## src/rtl/mem_access_ctrl_pkg.sv

```systemverilog
// mem_access_ctrl_pkg: shared size codes, FSM states and captured-request type
package mem_access_ctrl_pkg;
  localparam logic [1:0] MEM_BYTE = 2'b00;
  localparam logic [1:0] MEM_HALF = 2'b01;
  localparam logic [1:0] MEM_WORD = 2'b10;
  typedef enum logic [1:0] {IDLE, REQ, WAIT, DONE} mem_state_t;
  typedef struct packed {
    logic [31:0] addr;
    logic [31:0] wdata;
    logic [1:0]  size;
    logic        sign;
    logic        we;
  } mem_req_type;
endpackage

```

## src/rtl/mem_access_ctrl_if.sv

```systemverilog
// mem_access_ctrl_if: pipeline-side and data-memory-side signals of the MEM-stage port
interface mem_access_ctrl_if import mem_access_ctrl_pkg::*; ();
  logic        req_valid, mem_read, mem_write, mem_sign, flush;
  logic [1:0]  mem_size;
  logic [31:0] addr, wdata;
  logic        stall, done, fault;
  logic [31:0] rdata;
  logic        dmem_req, dmem_we, dmem_gnt, dmem_rvalid;
  logic [3:0]  dmem_be;
  logic [31:0] dmem_addr, dmem_wdata, dmem_rdata;
  modport master (
    input  req_valid, mem_read, mem_write, mem_size, mem_sign, addr, wdata, flush,
    input  dmem_gnt, dmem_rvalid, dmem_rdata,
    output stall, done, rdata, fault,
    output dmem_req, dmem_we, dmem_addr, dmem_be, dmem_wdata
  );
  modport slave (
    output req_valid, mem_read, mem_write, mem_size, mem_sign, addr, wdata, flush,
    output dmem_gnt, dmem_rvalid, dmem_rdata,
    input  stall, done, rdata, fault,
    input  dmem_req, dmem_we, dmem_addr, dmem_be, dmem_wdata
  );
endinterface

```

## src/rtl/mem_access_ctrl_lsu_align.sv

```systemverilog
// lsu_align: byte enables, store lane replication and load extraction/extension
module lsu_align import mem_access_ctrl_pkg::*; (
  input  logic [1:0]  off_i,
  input  logic [1:0]  size_i,
  input  logic        sign_i,
  input  logic [31:0] wdata_i,
  input  logic [31:0] rword_i,
  output logic [3:0]  be_o,
  output logic [31:0] wdata_o,
  output logic [31:0] rdata_o
);
  logic [7:0]  b;
  logic [15:0] h;
  assign b = rword_i[{off_i, 3'b000} +: 8];
  assign h = rword_i[{off_i[1], 4'b0000} +: 16];
  // size selects lane pattern for stores and the extension width for loads
  always_comb begin
    be_o    = size_i == MEM_BYTE ? 4'b0001 << off_i : size_i == MEM_HALF ? 4'b0011 << off_i : 4'b1111;
    wdata_o = size_i == MEM_BYTE ? {4{wdata_i[7:0]}} : size_i == MEM_HALF ? {2{wdata_i[15:0]}} : wdata_i;
    rdata_o = size_i == MEM_BYTE ? {{24{sign_i & b[7]}}, b} :
              size_i == MEM_HALF ? {{16{sign_i & h[15]}}, h} : rword_i;
  end
endmodule

```

## src/rtl/mem_access_ctrl.sv

```systemverilog
// mem_access_ctrl: MEM-stage data-memory sequencer with stall, fault and timeout
module mem_access_ctrl import mem_access_ctrl_pkg::*; #(
  parameter logic [7:0] TIMEOUT = 8'd255
) (
  input logic clk,
  input logic reset,
  mem_access_ctrl_if.master bus
);
  mem_state_t  state_q, state_d;
  mem_req_type req_q, req_d;
  logic [7:0]  cnt_q, cnt_d;
  logic [31:0] rdata_q, rdata_d;
  logic        fault_q, fault_d, supp_q, supp_d, dreq_q, dreq_d;
  logic        cap, illegal, tmo, supp;
  logic [3:0]  be;
  logic [31:0] wrep, rext;
  assign cap     = bus.req_valid & (bus.mem_read | bus.mem_write) & ~bus.flush;
  assign illegal = (bus.mem_read & bus.mem_write) | (bus.mem_size == 2'b11) |
                   (bus.mem_size == MEM_HALF & bus.addr[0]) |
                   (bus.mem_size == MEM_WORD & bus.addr[1:0] != 2'b00);
  assign tmo     = cnt_q == TIMEOUT - 8'd1;
  assign supp    = supp_q | bus.flush;
  lsu_align u_align (
    .off_i(req_q.addr[1:0]), .size_i(req_q.size), .sign_i(req_q.sign),
    .wdata_i(req_q.wdata), .rword_i(bus.dmem_rdata),
    .be_o(be), .wdata_o(wrep), .rdata_o(rext)
  );
  // state register
  always_ff @(posedge clk or posedge reset)
    if (reset) state_q <= IDLE;
    else state_q <= state_d;
  // next state: a flushed access that was already granted still drains its response
  always_comb begin
    state_d = state_q;
    case (state_q)
      IDLE:    state_d = cap ? (illegal ? DONE : REQ) : IDLE;
      REQ:     state_d = bus.flush ? ((bus.dmem_gnt & ~req_q.we) ? WAIT : IDLE) :
                         bus.dmem_gnt ? (req_q.we ? DONE : WAIT) : tmo ? DONE : REQ;
      WAIT:    state_d = (bus.dmem_rvalid | tmo) ? (supp ? IDLE : DONE) : WAIT;
      default: state_d = IDLE;
    endcase
  end
  // datapath next values: fault is only consumed on the way into DONE
  always_comb begin
    req_d   = (state_q == IDLE && cap) ? '{addr: bus.addr, wdata: bus.wdata, size: bus.mem_size,
                                          sign: bus.mem_sign, we: bus.mem_write} : req_q;
    fault_d = state_q == IDLE ? illegal : state_q == REQ ? ~bus.dmem_gnt : ~bus.dmem_rvalid;
    supp_d  = state_q == IDLE ? 1'b0 : supp;
    rdata_d = (state_q == WAIT && bus.dmem_rvalid && !supp) ? rext : '0;
    cnt_d   = (state_d == state_q && (state_q == REQ || state_q == WAIT)) ? cnt_q + 8'd1 : 8'd0;
    dreq_d  = state_d == REQ;
  end
  // datapath registers
  always_ff @(posedge clk or posedge reset)
    if (reset) begin
      req_q   <= '0;
      fault_q <= 1'b0;
      supp_q  <= 1'b0;
      rdata_q <= '0;
      cnt_q   <= '0;
      dreq_q  <= 1'b0;
    end else begin
      req_q   <= req_d;
      fault_q <= fault_d;
      supp_q  <= supp_d;
      rdata_q <= rdata_d;
      cnt_q   <= cnt_d;
      dreq_q  <= dreq_d;
    end
  // outputs: memory fields are gated so they read 0 whenever no request is up
  always_comb begin
    bus.stall      = (state_q == IDLE & cap) | state_q == REQ | state_q == WAIT;
    bus.done       = state_q == DONE;
    bus.fault      = state_q == DONE & fault_q;
    bus.rdata      = state_q == DONE ? rdata_q : '0;
    bus.dmem_req   = dreq_q;
    bus.dmem_we    = dreq_q & req_q.we;
    bus.dmem_addr  = dreq_q ? {req_q.addr[31:2], 2'b00} : '0;
    bus.dmem_be    = dreq_q ? be : '0;
    bus.dmem_wdata = dreq_q ? wrep : '0;
  end
endmodule

```

## src/flat_wrapper.sv

```systemverilog
// flat-port wrapper written by rule: the top's interface ports become plain ports
module mem_access_ctrl_flat import mem_access_ctrl_pkg::*;
#(
  parameter logic [7:0] TIMEOUT = 8'd255
)
  (clk, reset, bus_req_valid, bus_mem_read, bus_mem_write, bus_mem_size, bus_mem_sign, bus_addr, bus_wdata, bus_flush, bus_dmem_gnt, bus_dmem_rvalid, bus_dmem_rdata, bus_stall, bus_done, bus_rdata, bus_fault, bus_dmem_req, bus_dmem_we, bus_dmem_addr, bus_dmem_be, bus_dmem_wdata);
  mem_access_ctrl_if bus_i ();
  input logic clk;
  input logic reset;
  input wire logic [$bits(bus_i.req_valid)-1:0] bus_req_valid;
  input wire logic [$bits(bus_i.mem_read)-1:0] bus_mem_read;
  input wire logic [$bits(bus_i.mem_write)-1:0] bus_mem_write;
  input wire logic [$bits(bus_i.mem_size)-1:0] bus_mem_size;
  input wire logic [$bits(bus_i.mem_sign)-1:0] bus_mem_sign;
  input wire logic [$bits(bus_i.addr)-1:0] bus_addr;
  input wire logic [$bits(bus_i.wdata)-1:0] bus_wdata;
  input wire logic [$bits(bus_i.flush)-1:0] bus_flush;
  input wire logic [$bits(bus_i.dmem_gnt)-1:0] bus_dmem_gnt;
  input wire logic [$bits(bus_i.dmem_rvalid)-1:0] bus_dmem_rvalid;
  input wire logic [$bits(bus_i.dmem_rdata)-1:0] bus_dmem_rdata;
  output wire logic [$bits(bus_i.stall)-1:0] bus_stall;
  output wire logic [$bits(bus_i.done)-1:0] bus_done;
  output wire logic [$bits(bus_i.rdata)-1:0] bus_rdata;
  output wire logic [$bits(bus_i.fault)-1:0] bus_fault;
  output wire logic [$bits(bus_i.dmem_req)-1:0] bus_dmem_req;
  output wire logic [$bits(bus_i.dmem_we)-1:0] bus_dmem_we;
  output wire logic [$bits(bus_i.dmem_addr)-1:0] bus_dmem_addr;
  output wire logic [$bits(bus_i.dmem_be)-1:0] bus_dmem_be;
  output wire logic [$bits(bus_i.dmem_wdata)-1:0] bus_dmem_wdata;
  assign bus_i.req_valid = bus_req_valid;
  assign bus_i.mem_read = bus_mem_read;
  assign bus_i.mem_write = bus_mem_write;
  assign bus_i.mem_size = bus_mem_size;
  assign bus_i.mem_sign = bus_mem_sign;
  assign bus_i.addr = bus_addr;
  assign bus_i.wdata = bus_wdata;
  assign bus_i.flush = bus_flush;
  assign bus_i.dmem_gnt = bus_dmem_gnt;
  assign bus_i.dmem_rvalid = bus_dmem_rvalid;
  assign bus_i.dmem_rdata = bus_dmem_rdata;
  assign bus_stall = bus_i.stall;
  assign bus_done = bus_i.done;
  assign bus_rdata = bus_i.rdata;
  assign bus_fault = bus_i.fault;
  assign bus_dmem_req = bus_i.dmem_req;
  assign bus_dmem_we = bus_i.dmem_we;
  assign bus_dmem_addr = bus_i.dmem_addr;
  assign bus_dmem_be = bus_i.dmem_be;
  assign bus_dmem_wdata = bus_i.dmem_wdata;
  mem_access_ctrl #(.TIMEOUT(TIMEOUT)) u_core (.clk(clk), .reset(reset), .bus(bus_i));
endmodule
```

## config.mk

```make
export PLATFORM = sky130hd
export DESIGN_NAME = mem_access_ctrl_flat
export DESIGN_NICKNAME = d
export VERILOG_FILES = /design/src/rtl/mem_access_ctrl_pkg.sv /design/src/rtl/mem_access_ctrl_if.sv /design/src/rtl/mem_access_ctrl_lsu_align.sv /design/src/rtl/mem_access_ctrl.sv /design/src/flat_wrapper.sv
export SDC_FILE = /design/constraint.sdc
export NUM_CORES = 1
export LEC_CHECK = 0
export CORE_MARGIN = 2
export CORE_UTILIZATION = 46
export CTS_CLUSTER_DIAMETER = 30
export DETAILED_ROUTE_END_ITERATION = 8
export MAX_ROUTING_LAYER = met4
export PLACE_DENSITY = 0.81
export REMOVE_ABC_BUFFERS = 1
export SLEW_MARGIN = 20
export SYNTH_ARGS = -nofsm -noshare
export SYNTH_HDL_FRONTEND = slang
export SYNTH_SLANG_ARGS = --single-unit
```

## constraint.sdc

```tcl
create_clock -name clk -period 3.6 [get_ports clk]
set_input_delay 0.36 -clock clk [delete_from_list [all_inputs] [get_ports clk]]
set_output_delay 0.36 -clock clk [all_outputs]
set_load 0.005 [all_outputs]
```

==> run metrics <==
Critical Path Sink=bus_dmem_be[2]; CP Max Fanout=13; Clock Latency Late Sink=0.42 ns; Final Util=between 60% and 70%; met3 global-route usage=10.0%; CP Capture Type=output pin; worst r2r path cells=6; status=finished clean; largest net degree at the start of global routing=72; drt initial violations=221; WL/cell=17.7 µm; peak supply drop=0.419 mV; max-slew violations=0; Synth Register Bits=about 110; top cell type's share of synthesized area=46.9%; DR pass1 iterations=4; DPL Wire Length=11.6 mm; row cnt=about 40; GRT busiest layer=met2; antenna violations before repair=0; Critical R2R Launch=u_core.state_q[1]; drt drc=0; dominant cell type by area after synthesis=dfrtp_1; Total GRT Usage=25.2%; routing usage on met2=39.8%; most frequent cells in the layout=209 x clkdlybuf4s50_1, 112 x dfrtp_1, 80 x and2_1; CTS buffer count=17; # Post-CTS Setup Buffers=0; Mapped Cells=559; Fill cells=between 900 and 1000; Synth Flop Type=dfrtp_1; Clock H-tree levels=4; synth warn=0; clock sinks=113; area grow syn2layout=46.2%; die height=~120 µm; GRT Residual Overflow=0; Tcrit/Tclk final=80.9%; I/O Pins=212; Worst path max stage delay=0.72 ns; register area=approximately 2800 µm²; root buf cell=clkbuf_16; multi-input logic area=2910 µm²; post-synth cell types=50; Max Clock Freq=about 0.34 GHz; vias in the first global route=5285; first-pass GRT wire length=between 20 and 30 mm; r2r endpoint=u_core.req_q[33]; Starting Density=47.4%; Gates resized, CTS repair=0; Setup Viol. Count Final=0; asr flop ratio synth=100%; Final Critical Period=2.91 ns; Crit path required time=3.24 ns; Hold Slack=0.385 ns; PwrDens=about 700 nW/µm²; Routed Antenna Nets=0; CP Launch Point=u_core.req_q[37]; Hold Path Class=primary input to async pin; Synth Cell Area=6030 µm²; die area=~14000 µm²; CP Launch Type=register; GP Congestion=0.828; Arr. time, crit path=about 2.6 ns; CP Cell Sequence=inv_1, ha_1, mux2_2, o21a_1, clkdlybuf4s50_1; Crit Path Class=register to output pin; Worst Path Buf+Inv=2; Final Hold Vio Count=0; Worst path depth=5; post-synthesis area per instance=10.8 µm²; met1 Usage GRT=27.4%; sequential cell area fraction in the yosys report=46.9%; final wirelength=16.7 mm; hold_buf cts=0; n_diodes=0; Vias/cell=between 5 and 6; CP max stage cell=dfrtp_1; Core ar.=12700 µm²; crit-path leading delay family=flip-flops; deepest clock path buffer count=2; top post-synthesis cells by area=dfrtp_1 47%, mux2_2 13%, and2_1 8.3%; fin nets=876; Slew @ Worst Pin=~0.9 ns; Pwr Total=0.00602 W; static leakage=3.76 nW; most common cell after layout, fill and taps aside=clkdlybuf4s50_1; final setup skew=between 0.01 and 0.015 ns; CTS tree=built; reg2reg setup slack=1.15 ns; unrepaired setup endpoints after global routing=no; total number of vias=about 5000; Slew HR=40.9%; I/O Buffers=between 200 and 250; Die X=about 120 µm; EDFF count, synth=0; Clk pin slew, worst setup/hold paths=0.06 ns; ratio of cells with drive above 1 in the final layout=roughly 17%; number of max-cap violations=0
-- sequential cells by signal (all words and copies together), names as in the netlist --
register             flops
u_core.req_q            68
u_core.cnt_q             8
u_core.bus.dmem_req      1
u_core.supp_q            1
u_core.rdata_q          32
u_core.state_q           2
u_core.fault_q           1
-- cell type report --
cell class              instances  share of cell area [%]
clock inverters                11                    1.55
well taps                     172                    2.44
repair buffers                220                    24.7
inverters                      25                    1.09
flip-flops and latches        113                    32.1
multi-input cells             382                    33.0
clock buffers                  20                    5.18
-- report_power, final --
group          total (W)  switching, W  internal, W
clock network    0.00169      0.000576      0.00111
logic            0.00226       0.00104      0.00122
registers        0.00207      0.000348      0.00172
-- worst min-delay path by stage --
| stage | end | slack, ns | cells after the start |
|---|---|---|---|
| global placement | u_core.req_q[49] | 0.48 | 1 |
| global route | u_core.req_q[49] | 0.46 | 2 |
| finish | u_core.req_q[49] | 0.38 | 2 |
| CTS | u_core.req_q[49] | 0.41 | 2 |
| floorplan | u_core.supp_q | 0.47 | 2 |
| detailed placement | u_core.req_q[45] | 0.49 | 1 |
-- routing by layer --
layer,share of wire (%),wire (µm)
met5,0,0
met4,3.8,640
met3,8.8,1460
met2,48,7950
met1,40,6600
-- cell usage after synthesis, drive strengths merged, types with 3 or more instances --
library cell and count:
inv 25, a21oi 21, nor4 8, nand3 4, dfrtp 113, o21ai 15
mux4 7, nor2 16, o21a 3, nand2 66, a311oi 9, or2 3
and2 80, clkbuf 21, ha 10, buf 19, xor2 5, mux2 68
mux2i 19, nor2b 9, a31oi 7, a21boi 10
-- kinds of logic after synthesis --
family | Yosys count | synth area share [%]
multiplexers | 94 | 19.0
other | 1 | 0.0622
flip-flops | 113 | 46.9
XOR/XNOR | 6 | 0.872
AND/OR/NAND/NOR | 197 | 17.8
AO/OA/AOI/OAI | 73 | 8.28
adder cells (fa/ha/maj) | 10 | 2.08
buffers and inverters | 65 | 5.04
-- stage by stage --
step / setup TNS [ns] / cells / setup WS (ns) / instance area (µm²)
6_report: 0 / 943 / 0.688 / 8810
5_1_grt: 0 / 943 / 0.557 / 8810
2_1_floorplan: -1.51 / 520 / -0.205 / 5820
3_3_place_gp: 0 / 912 / 1.17 / 8220
4_1_cts: 0 / 943 / 0.669 / 8810
3_5_place_dp: 0 / 912 / 1.11 / 8220
(Power assumes the default switching activity.)
==> patch 1, RTL diff (same flow settings) <==
`TIMEOUT` is set to 8'd255 in 2 places; all go to 8'd127.
--- a/src/rtl/mem_access_ctrl.sv
+++ b/src/rtl/mem_access_ctrl.sv
@@ -2,3 +2,3 @@
 module mem_access_ctrl import mem_access_ctrl_pkg::*; #(
-  parameter logic [7:0] TIMEOUT = 8'd255
+  parameter logic [7:0] TIMEOUT = 8'd127
 ) (
--- a/src/flat_wrapper.sv
+++ b/src/flat_wrapper.sv
@@ -3,3 +3,3 @@
 #(
-  parameter logic [7:0] TIMEOUT = 8'd255
+  parameter logic [7:0] TIMEOUT = 8'd127
 )
Formal check against the unedited RTL: no difference found for any inputs over 10 cycles, from zero or initial values and one cycle with reset high; that may be too few to reach the edited logic, so the function may still have changed.
==> patch 1 against the unedited design <==
Final area shrank 1.3%. Register-to-register slack worse by 170 ps. Wire length shrank 2.6%. Critical endpoint is now bus_dmem_wdata[10]. Die area decreased by 1.4%. Area after synthesis down 1.5%. Global-route usage decreased by 0.52 points. Worst setup slack lost 40 ps. Combinational power shrank 4%. Total power fell by 2.1%. Highest routed layer unchanged. Non-clock buffer count down 4. Sequential cell count unchanged. Largest power group unchanged. Clock skew down 4.7 ps.
==> patch 1: results (changes against the unedited design) <==
- Longest Clk Path Bufs: 2 (unchanged)
- Minimum setup slack after placement: 983 ps (was 1110 ps)
- Post-synthesis async set-or-reset flop share: 100% (unchanged)
- Number of global-route vias before repair: 5198 (was 5285)
- Wire length of the first global-routing pass: 26400 um (was 26700 um)
- Clock edge transition at the registers on the reported setup and hold paths: 50 ps
- H-Tree Level Count: 4 (unchanged)
- Worst VDD drop: 0.373 mV (was 0.419 mV)
- Min Hold Slack: 439 ps (was 385 ps)
- Number of buffers inserted to repair setup after CTS: 0 (unchanged)
- Root Driver: sky130_fd_sc_hd__clkbuf_16 (unchanged)
- Port-buffer cells: 209 (unchanged)
- Dominant synthesized flop cell: sky130_fd_sc_hd__dfrtp_1 (unchanged)
- Total of cells resized after clock tree synthesis: 0 (unchanged)
- Number of iterations in the first detailed-routing pass: 5 (was 4)
- Crit-path max FO: 33 (was 13)
- Wire length per cell: 17.2 um (was 17.7 um)
- Final GP Congestion: 0.888 (was 0.828)
- Placed wire-length estimate after detailed placement: 11300 um (was 11600 um)
- Outcome: completed (unchanged)
- TritonCTS Buffers: 17 (unchanged)
- Largest registers: u_core.req_q x68, u_core.rdata_q x32, u_core.cnt_q x8 (unchanged)
- Net count of the finished layout: 874 (was 876)
- Maximum number of pins on one net before global-route repair: 69 (was 72)
- FF-to-FF End: u_core.cnt_q[5]$_DFF_PP0_ (was u_core.req_q[33]$_DFFE_PP0P_)
- Number of DRC markers after the initial detailed-route iteration: 299 (was 221)
- Critical path arrival: 2590 ps (was 2550 ps)
- Via density per instance: 5.21 (was 5.20)
- Cell Area, Placed: 0.00813 mm2 (was 0.00822 mm2)
- Worst min path class: in -> async (unchanged)
- Share of cells above drive strength 1: 15.7% (was 17.3%)
- Number of cells on the worst reg-to-reg path: 6 (unchanged)
- Ant. Diodes: 0 (unchanged)
- Relative slew slack: 30.6% (was 40.9%)
- Clock latency at the later pin of the worst-skew pair: 410 ps
- Proportion of synthesized chip area in sequential cells: 47.6% (was 46.9%)
- Top cells by instance count after synthesis: sky130_fd_sc_hd__dfrtp_1, sky130_fd_sc_hd__and2_1, sky130_fd_sc_hd__nand2_1 (was sky130_fd_sc_hd__dfrtp_1, sky130_fd_sc_hd__and2_1, sky130_fd_sc_hd__mux2_2)
- Worst r2r src: u_core.state_q[1]$_DFF_PP0_ (unchanged)
- Distinct cell type count of the synthesized netlist: 45 (was 50)
- Synth top area cells: sky130_fd_sc_hd__dfrtp_1, sky130_fd_sc_hd__mux2_2, sky130_fd_sc_hd__and2_1 (unchanged)
- Count of yosys warnings during synthesis: 0 (unchanged)
- Total routing resource utilization after global routing: 24.7% (was 25.2%)
- Leakage power: 0.00371 uW (was 0.00376 uW)
- Clock skew after layout: 5.38 ps (was 10.1 ps)
- Antenna violations before repair: 0 (unchanged)
==> patch 1: changes by cell type after synthesis, moves of 3 or more <==
cell                      before  now
sky130_fd_sc_hd__a21oi_1      19   22
sky130_fd_sc_hd__nor4_2        5    0
sky130_fd_sc_hd__nor4_1        3    8
sky130_fd_sc_hd__mux4_2        3    7
sky130_fd_sc_hd__mux4_1        4    0
==> patch 1: area by class of cell <==
| cell class | count | area (um2) |
|---|---|---|
| Fill cell | 975 | 3920 |
| Multi-Input combinational cell | 384 | 2830 |
| Sequential cell | 113 | 2830 |
| Timing Repair Buffer | 216 | 2160 |
| Clock buffer | 27 | 523 |
| Tap cell | 172 | 215 |
| Inverter | 25 | 96.3 |
| Clock inverter | 4 | 47.5 |
==> patch 1: per-layer routing <==
layer / vias to the layer above / part of all wire, % / GRT usage [%]
met5: - / 0 / -
met4: 0 / 1.9 / 8.66
met3: 27 / 8.5 / 8.43
met2: 235 / 48 / 39.8
met1: 2352 / 41 / 28.8
li1: 2290 / - / -
==> patch 1: worst max-delay path by stage <==
stage / startpoint / endpoint / slack [ps] / depth (start not counted)
floorplan: u_core.state_q[0]$_DFF_PP0_ / u_core.cnt_q[2]$_DFF_PP0_ / -3020 / 7
global placement: bus_flush / u_core.cnt_q[4]$_DFF_PP0_ / 1090 / 6
detailed placement: u_core.state_q[1]$_DFF_PP0_ / u_core.cnt_q[5]$_DFF_PP0_ / 980 / 5
CTS: u_core.req_q[2]$_DFFE_PP0P_ / bus_dmem_wdata[10] / 600 / 4
global route: u_core.req_q[2]$_DFFE_PP0P_ / bus_dmem_wdata[10] / 470 / 4
finish: u_core.req_q[2]$_DFFE_PP0P_ / bus_dmem_wdata[10] / 650 / 4
==> patch 1: kinds of logic (layout without fill, tap and decap cells) <==
group,after synthesis,in the layout,share of synthesized area [%]
DFF,113,113,47.6
xor gates and xnor gates,6,6,0.885
muxes,94,94,18.8
buffers and inverters,65,272,4.89
adders and majority gates,10,10,2.11
other,1,2,0.0631
AOI/OAI and AO/OA,73,73,8.07
and+or+nand+nor,199,199,17.6
==> patch 1: worst max-delay path: stages (launching register included) <==
cell and delay, ps:
sky130_fd_sc_hd__dfrtp_1 560, sky130_fd_sc_hd__or2_2 620, sky130_fd_sc_hd__nand2_1 110, sky130_fd_sc_hd__a21boi_0 320, sky130_fd_sc_hd__clkdlybuf4s50_1 570
==> patch 1: report_power, final <==
group	internal (uW)	leakage (uW)	switching [uW]	total (uW)
clock	1050	0.000279	558	1610
combinational	1210	0.00201	967	2180
sequential	1720	0.00143	375	2100
==> patch 1: stage by stage <==
stage | cells | utilization [%]
2_1_floorplan | 522 | -
3_3_place_gp | 910 | 64.4
3_5_place_dp | 910 | 64.4
4_1_cts | 941 | 68.9
5_1_grt | 941 | 68.9
6_report | 941 | 68.9
==> patch 2, RTL diff (config.mk and constraints unchanged) <==
Without the edit above. Reset style: synchronous (`reset`), changed in 2 clocked blocks.
--- a/src/rtl/mem_access_ctrl.sv
+++ b/src/rtl/mem_access_ctrl.sv
@@ -28,3 +28,3 @@
   // state register
-  always_ff @(posedge clk or posedge reset)
+  always_ff @(posedge clk)
     if (reset) state_q <= IDLE;
@@ -53,3 +53,3 @@
   // datapath registers
-  always_ff @(posedge clk or posedge reset)
+  always_ff @(posedge clk)
     if (reset) begin
Behaviour: differs if reset is asserted again (counterexample within 4 cycles, from zero or initial values and one cycle with reset high); with reset held inactive, the same outputs for 10 cycles.
==> patch 2 against the unedited design <==
Wire length grew 1.1%. Critical endpoint is now bus_dmem_wdata[11]. Final area decreased by 5.7%. Core utilization down 0.078 points. Sequential cell count did not move. Critical path type unchanged. Via count is 13% higher. Area after synthesis fell by 6.1%. Cell count increased by 11%. Worst setup slack worse by 44 ps.
Power is not compared: it rests on default switching activity, and its combinational part moved more than twofold at a synthesized area within 25%.
==> patch 2: results (changes against the unedited design) <==
- Met2 usage in global routing: 43.5% (was 39.8%)
- Clock skew after layout: 5.85 ps (was 10.1 ps)
- Number of DRC markers after the initial detailed-route iteration: 349 (was 221)
- Distinct cell type count of the synthesized netlist: 53 (was 50)
- Maximum number of pins on one net before global-route repair: 56 (was 72)
- Met1 routing resource usage after global routing: 30.3% (was 27.4%)
- Total of cells resized after clock tree synthesis: 0 (unchanged)
- Worst min path class: reg -> reg (was in -> async)
- GR met3 Demand/Resource: 8.65% (was 10.0%)
- Largest registers: u_core.req_q x68, u_core.rdata_q x32, u_core.cnt_q x8 (unchanged)
- Wire length per cell: 16.1 um (was 17.7 um)
- Worst slew pin tran: 871 ps (was 887 ps)
- Longest Clk Path Bufs: 2 (unchanged)
- H-Tree Level Count: 4 (unchanged)
- Arithmetic-cell share of the synthesized area counting full adders, half adders and majority gates: 2.21% (was 2.08%)
- Fillcell total: 951 (was 960)
- Proportion of synthesized chip area in sequential cells: 40.0% (was 46.9%)
- Port-buffer cells: 209 (unchanged)
- Crit-path max FO: 33 (was 13)
- Outcome: completed (unchanged)
- Top cells by instance count after synthesis: sky130_fd_sc_hd__nand2_1, sky130_fd_sc_hd__dfxtp_1, sky130_fd_sc_hd__a21oi_1 (was sky130_fd_sc_hd__dfrtp_1, sky130_fd_sc_hd__and2_1, sky130_fd_sc_hd__mux2_2)
- Xor/xnor share of the synthesized area: 0.929% (was 0.872%)
- Total routing resource utilization after global routing: 26.6% (was 25.2%)
- Fraction of synthesized area in multiplexers: 9.71% (was 19.0%)
- Post-placement cell count: 1013 (was 912)
- Post-synthesis async set-or-reset flop share: 0% (was 100%)
- Wire length of the first global-routing pass: 26700 um (about the same)
- Average size of a mapped cell: 8.10 um2 (was 10.8 um2)
- Final GP Congestion: 0.885 (was 0.828)
- Critical path arrival: 2600 ps (was 2550 ps)
- Worst VDD drop: 0.268 mV
- Routed wire length: 16800 um (was 16700 um)
- Placed wire-length estimate after detailed placement: 11900 um (was 11600 um)
- Number of global-route vias before repair: 5550 (was 5285)
- Share of cells above drive strength 1: 7.92% (was 17.3%)
- Root Driver: sky130_fd_sc_hd__clkbuf_16 (unchanged)
- Ant. Diodes: 0 (unchanged)
- Via density per instance: 5.32 (was 5.20)
- Synth top area cells: sky130_fd_sc_hd__dfxtp_1, sky130_fd_sc_hd__nand2_1, sky130_fd_sc_hd__and2_1 (was sky130_fd_sc_hd__dfrtp_1, sky130_fd_sc_hd__mux2_2, sky130_fd_sc_hd__and2_1)
- Number of iterations in the first detailed-routing pass: 5 (was 4)
- Share of the synthesized area in compound gates (AO/OA/AOI/OAI): 14.5% (was 8.28%)
- TritonCTS Buffers: 17 (unchanged)
==> patch 2: cell types whose count changed after synthesis, sizes merged, moves of 9 or more <==
| cell | change |
|---|---|
| nand2 | +125 |
| dfrtp | -113 |
| dfxtp | +113 |
| a21oi | +74 |
| mux2 | -59 |
| inv | -17 |
| clkbuf | +13 |
| a211oi | +9 |
==> patch 2: final cells by class <==
type                       instances  area [um2]  area share (%)
clock buffer                      24         472            5.67
clock inverter                     7        60.1           0.722
inverter                           8        30.0           0.361
multi-input combinational        525        3130            37.7
sequential                       113        2260            27.2
tap                              147         184            2.21
timing repair buffer             220        2170            26.1
==> patch 2: per-stage QoR <==
stage                     cell area (um2)  utilization [%]  total power [uW]  hold WS [ps]  setup WS (ps)
after global placement               7780             64.8              1760           437           1080
after floorplan                      5410                -              1540           426            701
after CTS                            8310             69.2              3280           449            611
after detailed placement             7780             64.8              1770           445            974
final                                8310             69.2              3260           449            644
after global routing                 8310             69.2              3390           471            461
==> patch 2: critical path: stages, from the launching register on <==
cell                              delay (ps)
sky130_fd_sc_hd__dfxtp_2                 630
sky130_fd_sc_hd__or2_2                   660
sky130_fd_sc_hd__nand2_1                 120
sky130_fd_sc_hd__a21boi_0                230
sky130_fd_sc_hd__clkdlybuf4s50_1         540
==> patch 2: kinds of logic after synthesis <==
family / after synthesis
simple gates: 327
compound gates: 137
flops: 113
buf+inv: 62
mux: 43
fa+ha+maj: 10
xor+xnor: 6
other cells: 1
==> patch 2: routing by layer <==
| layer | vias to the layer above | part of all wire (%) |
|---|---|---|
| met5 | - | 0 |
| met4 | 0 | 1.8 |
| met3 | 33 | 9.9 |
| met2 | 263 | 48 |
| met1 | 2565 | 41 |
| li1 | 2698 | - |
==> patch 2: worst paths after layout <==
| check | startpoint | endpoint | slack [ps] | depth (start not counted) |
|---|---|---|---|---|
| max | u_core.req_q[3]$_SDFFE_PP0P_ | bus_dmem_wdata[11] | 640 | 4 |
| min | u_core.req_q[44]$_SDFFE_PP0P_ | u_core.req_q[44]$_SDFFE_PP0P_ | 450 | 2 |
| min reg2reg | u_core.req_q[44]$_SDFFE_PP0P_ | u_core.req_q[44]$_SDFFE_PP0P_ | 450 | 2 |
| max reg2reg | u_core.state_q[1]$_SDFF_PP0_ | u_core.cnt_q[3]$_SDFF_PP0_ | 1130 | 8 |
==> patch 2: power by group <==
group | internal, uW | total [uW] | switching [uW]
clock network | 971 | 1510 | 541
logic | 214 | 411 | 198
registers | 1300 | 1340 | 43.5
total | 2480 | 3260 | 782
